--- src/rtl/state_table_pkg.sv ---
// rtl/state_table_pkg.sv - mode encoding, default widths and entry field helpers for the state table loader
package state_table_pkg;

  localparam int STATE_W_DFLT = 3;
  localparam int OUT_W_DFLT   = 6;
  localparam int ENTRY_W      = STATE_W_DFLT + OUT_W_DFLT;

  typedef enum logic [1:0] {
    MODE_IDLE = 2'b00,
    MODE_LOAD = 2'b01,
    MODE_RUN  = 2'b10,
    MODE_ERR  = 2'b11
  } mode_e;

  // Entry layout: next state occupies the top STATE_W bits, outputs the low OUT_W bits.
  function automatic int entry_width(input int state_w, input int out_w);
    return state_w + out_w;
  endfunction

  function automatic int next_lsb(input int out_w);
    return out_w;
  endfunction

endpackage

--- src/rtl/state_table_ram.sv ---
// rtl/state_table_ram.sv - table storage with written-mask; readback port under STATE_TABLE_READBACK_EN
module state_table_ram
  import state_table_pkg::*;
#(
  parameter int STATE_W = STATE_W_DFLT,
  parameter int OUT_W   = OUT_W_DFLT,
  parameter int ADDR_W  = STATE_W + 1
) (
  input  logic                              clk,
  input  logic                              res,
  input  logic                              wr_en,
  input  logic [ADDR_W-1:0]                 wr_addr,
  input  logic [entry_width(STATE_W,OUT_W)-1:0] wr_data,
  input  logic [ADDR_W-1:0]                 run_addr,
  output logic [entry_width(STATE_W,OUT_W)-1:0] run_data,
  output logic                              run_written
`ifdef STATE_TABLE_READBACK_EN
  ,
  input  logic [ADDR_W-1:0]                 rd_addr,
  output logic [entry_width(STATE_W,OUT_W)-1:0] rd_data,
  output logic                              rd_written
`endif
);

  localparam int EW    = entry_width(STATE_W, OUT_W);
  localparam int DEPTH = 1 << ADDR_W;

  logic [EW-1:0]    mem [DEPTH];
  logic [DEPTH-1:0] mask;

  // Table contents need no reset: the mask hides anything not written since reset.
  always_ff @(posedge clk) begin
    if (wr_en) mem[wr_addr] <= wr_data;
  end

  // Written-mask: cleared by reset, one bit set per accepted write.
  always_ff @(posedge clk) begin
    if (!res)       mask <= '0;
    else if (wr_en) mask[wr_addr] <= 1'b1;
  end

  assign run_data    = mem[run_addr];
  assign run_written = mask[run_addr];

`ifdef STATE_TABLE_READBACK_EN
  assign rd_written = mask[rd_addr];
  assign rd_data    = mask[rd_addr] ? mem[rd_addr] : '0;
`endif

endmodule

--- src/rtl/state_table_loader.sv ---
// rtl/state_table_loader.sv - runtime-loaded Moore state table; STATE_TABLE_READBACK_EN adds rd_addr/rd_data/rd_written
module state_table_loader
  import state_table_pkg::*;
#(
  parameter int STATE_W = STATE_W_DFLT,
  parameter int OUT_W   = OUT_W_DFLT,
  parameter int ADDR_W  = STATE_W + 1
) (
  input  logic                                  clk,
  input  logic                                  res,
  input  logic                                  load_en,
  input  logic                                  run,
  input  logic                                  wr_valid,
  output logic                                  wr_ready,
  input  logic [ADDR_W-1:0]                     wr_addr,
  input  logic [entry_width(STATE_W,OUT_W)-1:0] wr_data,
  input  logic                                  A,
  output logic [OUT_W-1:0]                      outs,
  output logic [STATE_W-1:0]                    state,
  output logic [1:0]                            mode,
  output logic                                  err
`ifdef STATE_TABLE_READBACK_EN
  ,
  input  logic [ADDR_W-1:0]                     rd_addr,
  output logic [entry_width(STATE_W,OUT_W)-1:0] rd_data,
  output logic                                  rd_written
`endif
);

  localparam int EW  = entry_width(STATE_W, OUT_W);
  localparam int NSL = next_lsb(OUT_W);

  mode_e              mode_q, mode_d;
  logic [STATE_W-1:0] state_q, state_d;
  logic [OUT_W-1:0]   outs_q, outs_d;
  logic [ADDR_W-1:0]  run_addr;
  logic [EW-1:0]      run_entry;
  logic               run_written;
  logic               wr_en;

  assign wr_ready = (mode_q == MODE_LOAD);
  assign wr_en    = wr_valid & wr_ready;
  assign run_addr = {A, state_q};

  state_table_ram #(
    .STATE_W (STATE_W),
    .OUT_W   (OUT_W),
    .ADDR_W  (ADDR_W)
  ) u_ram (
    .clk         (clk),
    .res         (res),
    .wr_en       (wr_en),
    .wr_addr     (wr_addr),
    .wr_data     (wr_data),
    .run_addr    (run_addr),
    .run_data    (run_entry),
    .run_written (run_written)
`ifdef STATE_TABLE_READBACK_EN
    ,
    .rd_addr     (rd_addr),
    .rd_data     (rd_data),
    .rd_written  (rd_written)
`endif
  );

  // Mode, state and output registers; reset aborts whatever mode is active.
  always_ff @(posedge clk) begin
    if (!res) begin
      mode_q  <= MODE_IDLE;
      state_q <= '0;
      outs_q  <= '0;
    end else begin
      mode_q  <= mode_d;
      state_q <= state_d;
      outs_q  <= outs_d;
    end
  end

  // Next mode plus one table step per RUN cycle; an unwritten entry traps into ERR.
  always_comb begin
    mode_d  = mode_q;
    state_d = state_q;
    outs_d  = outs_q;
    case (mode_q)
      MODE_IDLE: begin
        if (load_en) begin
          mode_d = MODE_LOAD;
        end else if (run) begin
          mode_d  = MODE_RUN;
          state_d = '0;
        end
      end
      MODE_LOAD: begin
        if (!load_en) mode_d = MODE_IDLE;
      end
      MODE_RUN: begin
        if (!run) begin
          mode_d = MODE_IDLE;
        end else if (run_written) begin
          state_d = run_entry[EW-1:NSL];
          outs_d  = run_entry[OUT_W-1:0];
        end else begin
          mode_d = MODE_ERR;
          outs_d = '0;
        end
      end
      MODE_ERR: begin
        outs_d = '0;
        if (load_en) mode_d = MODE_LOAD;
      end
      default: mode_d = MODE_IDLE;
    endcase
  end

  assign outs  = outs_q;
  assign state = state_q;
  assign mode  = mode_q;
  assign err   = (mode_q == MODE_ERR);

endmodule
--- config.mk ---
export PLATFORM = sky130hd
export DESIGN_NAME = state_table_loader
export DESIGN_NICKNAME = d
export VERILOG_FILES = /design/src/rtl/state_table_pkg.sv /design/src/rtl/state_table_ram.sv /design/src/rtl/state_table_loader.sv
export SDC_FILE = /design/constraint.sdc
export NUM_CORES = 1
export LEC_CHECK = 0
export BUFFER_PORTS_ARGS = -buffer_cell sky130_fd_sc_hd__buf_2
export CELL_PAD_IN_SITES_DETAIL_PLACEMENT = 0
export CELL_PAD_IN_SITES_GLOBAL_PLACEMENT = 1
export CORE_UTILIZATION = 50
export CTS_CLUSTER_DIAMETER = 30
export CTS_CLUSTER_SIZE = 24
export DETAILED_ROUTE_END_ITERATION = 8
export PLACE_DENSITY_LB_ADDON = 0.3
export RECOVER_POWER = 100
export SLEW_MARGIN = 20
export SYNTH_ARGS = -nofsm -noshare
export SYNTH_HDL_FRONTEND = slang
export SYNTH_SLANG_ARGS = --single-unit
--- constraint.sdc ---
create_clock -name clk -period 3.8 [get_ports clk]
set_clock_uncertainty 0.15 [all_clocks]
set_input_delay 0.57 -clock clk [delete_from_list [all_inputs] [get_ports clk]]
set_output_delay 0.57 -clock clk [all_outputs]
set_load 0.02 [all_outputs]
After elaboration in Yosys (flattened, before gate mapping)
Memory sizes are Yosys's and may differ from the RTL's.
Cells that the tools add are included.
- order comparisons: 3
- equality and inequality tests: 11
- mux-type cells: 21
- bitwise operators: 2
- reduce and logical (&&, ||, !) cells: 7
- operator list (operator ; count):
    $or 16x16->16 ; 1
    $mux 2 ; 6
    $mux 3 ; 4
    $mux 6 ; 2
    $ne 2x2->1 const B ; 6
    $pmux 6 s2 ; 1
    $lt 4x5->1 const B ; 2
    $pmux 2 s4 ; 1
    $ne 3x3->1 const B ; 2
    $pmux 3 s2 ; 1
    $reduce_and 5->1 ; 1
    $bmux 1 s4 ; 1
    $demux 1 s4 ; 1
    $eq 2x2->1 const B ; 2
    $ge 4x1->1 const B ; 1
    $mux 1 ; 4
    $reduce_and 4->1 ; 1
    $reduce_bool 2->1 ; 2
    $eq 2x1->1 const B ; 1
    $logic_not 2->1 ; 1
    $reduce_and 2->1 ; 1
    $and 1x1->1 ; 1
    $logic_and 1x1->1 ; 1
- register bits after elaboration: 27
- RAM bits: 144
- input port bits: 19
- memories: 1
- memory list (name ; depth ; width ; rd ports ; clocked after memory_dff ; wr ports ; line ; source):
    u_ram.mem ; 16 ; 9 ; 1 ; 0 ; 1 ; state_table_ram.sv:28 ; logic [EW-1:0] mem [DEPTH];

Longest topological paths before layout
- depth in word-level cells: 5
- mapped depth: 8

Modules after synthesis
A second synthesis with hierarchy kept.
- cells, all modules: 337
- area, all modules: 6632.6 µm²
- by module, submodules not included (module ; instances ; cells each ; area each (µm²) ; sequential area each (µm²)):
    state_table_ram ; 1 ; 287 ; 6152.2 ; 4644.5
    state_table_loader ; 1 ; 50 ; 480.5 ; 220.2

Worst setup path after synthesis
Ideal clock, no wire load.
- path type: reg2reg
- from: register mode_q[0], in the netlist mode[0]
- to: memory u_ram.mem[12][0] in the netlist's numbering, enable pin
- library setup time: 0.389 ns
- arrival: 2.046 ns
- required time: 3.261 ns
- path slack: 1.215 ns
- cell stages (with the launch flop): 5
- period minus slack after synthesis: 2.585 ns
- cell sequence: dfxtp_1 clkbuf_1 nor2b_1 nand4_1 nor3_1
- longest elaborated chain between the ends: 4
- ends and longest elaborated chain (element ; line ; source):
    start, declared ; state_table_loader.sv:33 ; mode_e mode_q, mode_d;
    start signal, assigned ; state_table_loader.sv:73 ; mode_q <= mode_d;
    $eq 2x1->1 ; state_table_loader.sv:41 ; assign wr_ready = (mode_q == MODE_LOAD);
    net wr_ready ; state_table_loader.sv:14 ; output logic wr_ready,
    $and 1x1->1 ; state_table_loader.sv:42 ; assign wr_en = wr_valid & wr_ready;
    $mux 1 ; state_table_ram.sv:33 ; if (wr_en) mem[wr_addr] <= wr_data;
    $mux 1 (not written as such) ; state_table_ram.sv:33 ;
    end, declared ; state_table_ram.sv:28 ;
The timed path passes the listed nets, and every way through them passes these cells.

Worst setup path in the final report
- from: register state_q[0], in the netlist state[0]
- to: register state_q[0], in the netlist state[0]
- longest elaborated chain between the ends: 4
- elaborated cells on any way between the ends: 8
- ends and longest elaborated chain (element ; line ; source):
    start, declared ; state_table_loader.sv:34 ; logic [STATE_W-1:0] state_q, state_d;
    start signal, assigned ; state_table_loader.sv:74 ; state_q <= state_d;
    $mem_v2 16x9 or $bmux 1 s4 (tied branches) ; -- ;
    $mux 3 or $mux 1 (tied branches) ; state_table_loader.sv:99, state_table_ram.sv:43 ;
    $mux 3 or $ne 2x2->1 (tied branches) ; -- ;
    $pmux 3 s2 or $reduce_and 5->1 (tied branches) ; -- ;
Several ways; a longest one is shown, not always the timed one. The select of a mux whose other input is x is not followed.
A chain may end at the register's enable or synchronous reset.

==> flow_summary.json <==
{
  "finalSetupViolations": 0,
  "r2r_start": "state[0]",
  "critPathRequiredTime_ns": 4.00,
  "port_buffers": 31,
  "hold-path-cell-count": 2,
  "cts_resized": 0,
  "root_buffer": "clkbuf_16",
  "syn2layout_area_growth_pct": 13.1,
  "nets": 449,
  "r2r_end": "state[0]",
  "die_w_um": 118,
  "clk_latency_ns": 0.43,
  "postSynthAreaPerCell_um2": 17.3,
  "row_count": 42,
  "worstHoldStart": "load_en",
  "fp.coreArea_um2": 13200,
  "dpl.hpwl_mm": 8.79,
  "grt_pass1_wl_mm": 20.7,
  "io_pins": 32,
  "finalSetupTns_ns": 0,
  "drt_wl_total_mm": 13.6,
  "setup_slack_ns": 0.724,
  "drive_above_1_share_pct": 18.3,
  "p_leak_nw": 2.34,
  "dr.pass1.iters": 4,
  "drc": 0,
  "utilization_pct": 57.8,
  "path_clk_slew_ns": 0.06,
  "cp_max_fo": 33,
  "finalCriticalPeriod_ns": 3.08,
  "ys_seq_area_share_pct": 72.2,
  "p_per_area_nw_per_um2": 511,
  "fillers": 1042,
  "cp-start-kind": "register",
  "drt_iter0_markers": 310,
  "clockBufferDepth": 2,
  "reg2regPathDepth": 5,
  "crit_type": "register to register",
  "post-route-period-util_pct": 80.9,
  "rsz0062_at_grt": "no",
  "via_per_inst": 5.72,
  "slew_violations": 0,
  "synth_cell_types": 37,
  "synth_nets": 409,
  "grt_pass1_vias": 3528,
  "globalRouteOverflowTotal": 0,
  "ys_seq_elements": 171,
  "cts_tree": "yes",
  "netlist_area_um2": 6740,
  "dp.cells": 587,
  "vdd_ir_drop_max_mv": 0.360,
  "yosysWarnings": 0,
  "die-height_um": 118,
  "worstPathArrival_ns": 3.27,
  "ant_nets": 0,
  "cts_buffers": 17,
  "hold_end": "mode[0]",
  "fmax_mhz": 325,
  "grt_use_total_pct": 21.0,
  "fin_cells": 619,
  "gp_congestion": 0.795,
  "status": "finished clean",
  "avgRoutedWirePerCell_um": 21.9,
  "synth_top_area_cell": "edfxtp_1",
  "synthCells": 390,
  "hold_violations": 0,
  "reg2reg_slack_ns": 0.72,
  "post-cts-setup-buffer-count": 0,
  "clock-sinks": 171,
  "start_util_pct": 51.1,
  "dieArea_um2": 13900,
  "hold_buffers": 0,
  "slew_headroom_pct": 27.7,
  "endpoint_kind": "register",
  "hold_path_class": "input port to register",
  "maxCapViolCount": 0,
  "vias": 3541,
  "grt_max_degree": 34,
  "antenna_found_initial": 0,
  "worstMarginPinSlew_ns": 1.08,
  "place_ws_ns": 1.13,
  "antennaDiodeCount": 0,
  "yosys-top-cells-area": "edfxtp_1 64%, dfxtp_1 8.0%, mux4_2 6.7%",
  "netlist.area_leader.share_pct": 64.2,
  "htreeDepth": 4
}
[through the flow]
stage	cell area, µm²	total power, mW	hold WS (ns)
CTS	7690	3.93	0.299
floorplan	6740	2.13	0.283
global route	7620	4.00	0.327
finish	7620	3.89	0.315
global placement	7080	2.17	0.290
detailed placement	7080	2.17	0.299
[worst max path at each step]
stage / start / end / slack (ns) / depth (start not counted)
after global routing: state[0] / state[1] / 0.49 / 5
final: state[0] / state[0] / 0.72 / 5
after global placement: state[1] / state[1] / 1.19 / 5
after CTS: state[1] / state[1] / 1.12 / 5
after floorplan: mode[0] / u_ram.mem[12][0] / 1.22 / 4
after detailed placement: state[1] / state[0] / 1.13 / 5
[routing by layer]
| metal | track usage, % | wire length, µm | vias to the layer above |
|---|---|---|---|
| li1 | - | - | 1629 |
| met1 | 29.1 | 6200 | 1795 |
| met2 | 31.7 | 6440 | 102 |
| met3 | 5.57 | 739 | 15 |
| met4 | 8.65 | 187 | 0 |
| met5 | 0 | 0 | - |
[state kept, by name, indices dropped and copies added (netlist names)]
| name | count |
|---|---|
| u_ram.mask | 16 |
| state | 3 |
| outs | 6 |
| u_ram.mem | 144 |
| mode | 2 |
[logic make-up after synthesis]
family | after synthesis | synth area share, %
AO/OA/AOI/OAI | 60 | 7.09
buffers and inverters | 25 | 1.99
flip-flops | 171 | 72.2
multiplexers | 67 | 14.0
AND/OR/NAND/NOR | 67 | 4.75
[worst max-delay path, stage by stage, from the launching register on]
cell and delay (ns):
dfxtp_2 0.95, clkbuf_2 0.60, mux2i_1 0.22, a2111oi_4 0.61, or3_1 0.27, mux2i_1 0.19
[cells in the final DEF, fill, tap and decap left out, types with 2 or more instances in the layout]
cell,Yosys,routed
a22oi_1,2,2
edfxtp_1,144,144
clkbuf_2,0,2
mux2i_1,31,31
nor2_1,21,21
a21boi_0,6,6
nor3_1,6,6
a221oi_1,10,10
nor2b_1,5,5
clkinv_2,0,3
buf_2,2,12
o21a_1,17,17
bufinv_16,0,4
nand3b_1,2,2
a31oi_1,2,2
nand2b_1,5,5
dfxtp_1,27,26
o22ai_1,6,6
clkbuf_16,0,17
mux4_2,20,20
or3_1,1,2
clkinv_1,0,5
nand2_1,20,20
inv_1,3,3
o221ai_1,8,8
clkbuf_1,11,28
mux2_2,16,16
o21ai_0,4,4
[cell type report]
cell class | count | area (µm²) | area share (%)
flip-flops and latches | 171 | 4870 | 63.9
multi-input cells | 194 | 1730 | 22.8
clock buffers | 17 | 425 | 5.58
well taps | 176 | 220 | 2.89
repair buffers | 43 | 183 | 2.40
clock inverters | 15 | 179 | 2.35
inverters | 3 | 11.3 | 0.148
[cell usage after synthesis]
library cell and n:
edfxtp_1 144, mux2i_1 31, dfxtp_1 27, nor2_1 21
mux4_2 20, nand2_1 20, o21a_1 17, mux2_2 16
clkbuf_1 11, a221oi_1 10, o221ai_1 8, a21boi_0 6
buf_4 6, nor3_1 6, o22ai_1 6, nand2b_1 5
nor2b_1 5, o21ai_0 4, inv_1 3, a22oi_1 2
a31oi_1 2, and2_1 2, buf_2 2, buf_6 2
nand3b_1 2, a2111oi_4 1, a211oi_1 1, and3_1 1
buf_1 1, nand4_1 1, nand4b_1 1, nor3b_1 1
o211ai_1 1, o221a_2 1, o32ai_1 1, or3_1 1
or3_4 1
[power breakdown]
group | switching, mW | internal, mW | total (mW) | leakage, nW
clock | 0.676 | 1.09 | 1.76 | 0.294
sequential | 0.00789 | 2.04 | 2.05 | 1.51
combinational | 0.0594 | 0.0234 | 0.0828 | 0.533
(Power assumes the default switching activity.)
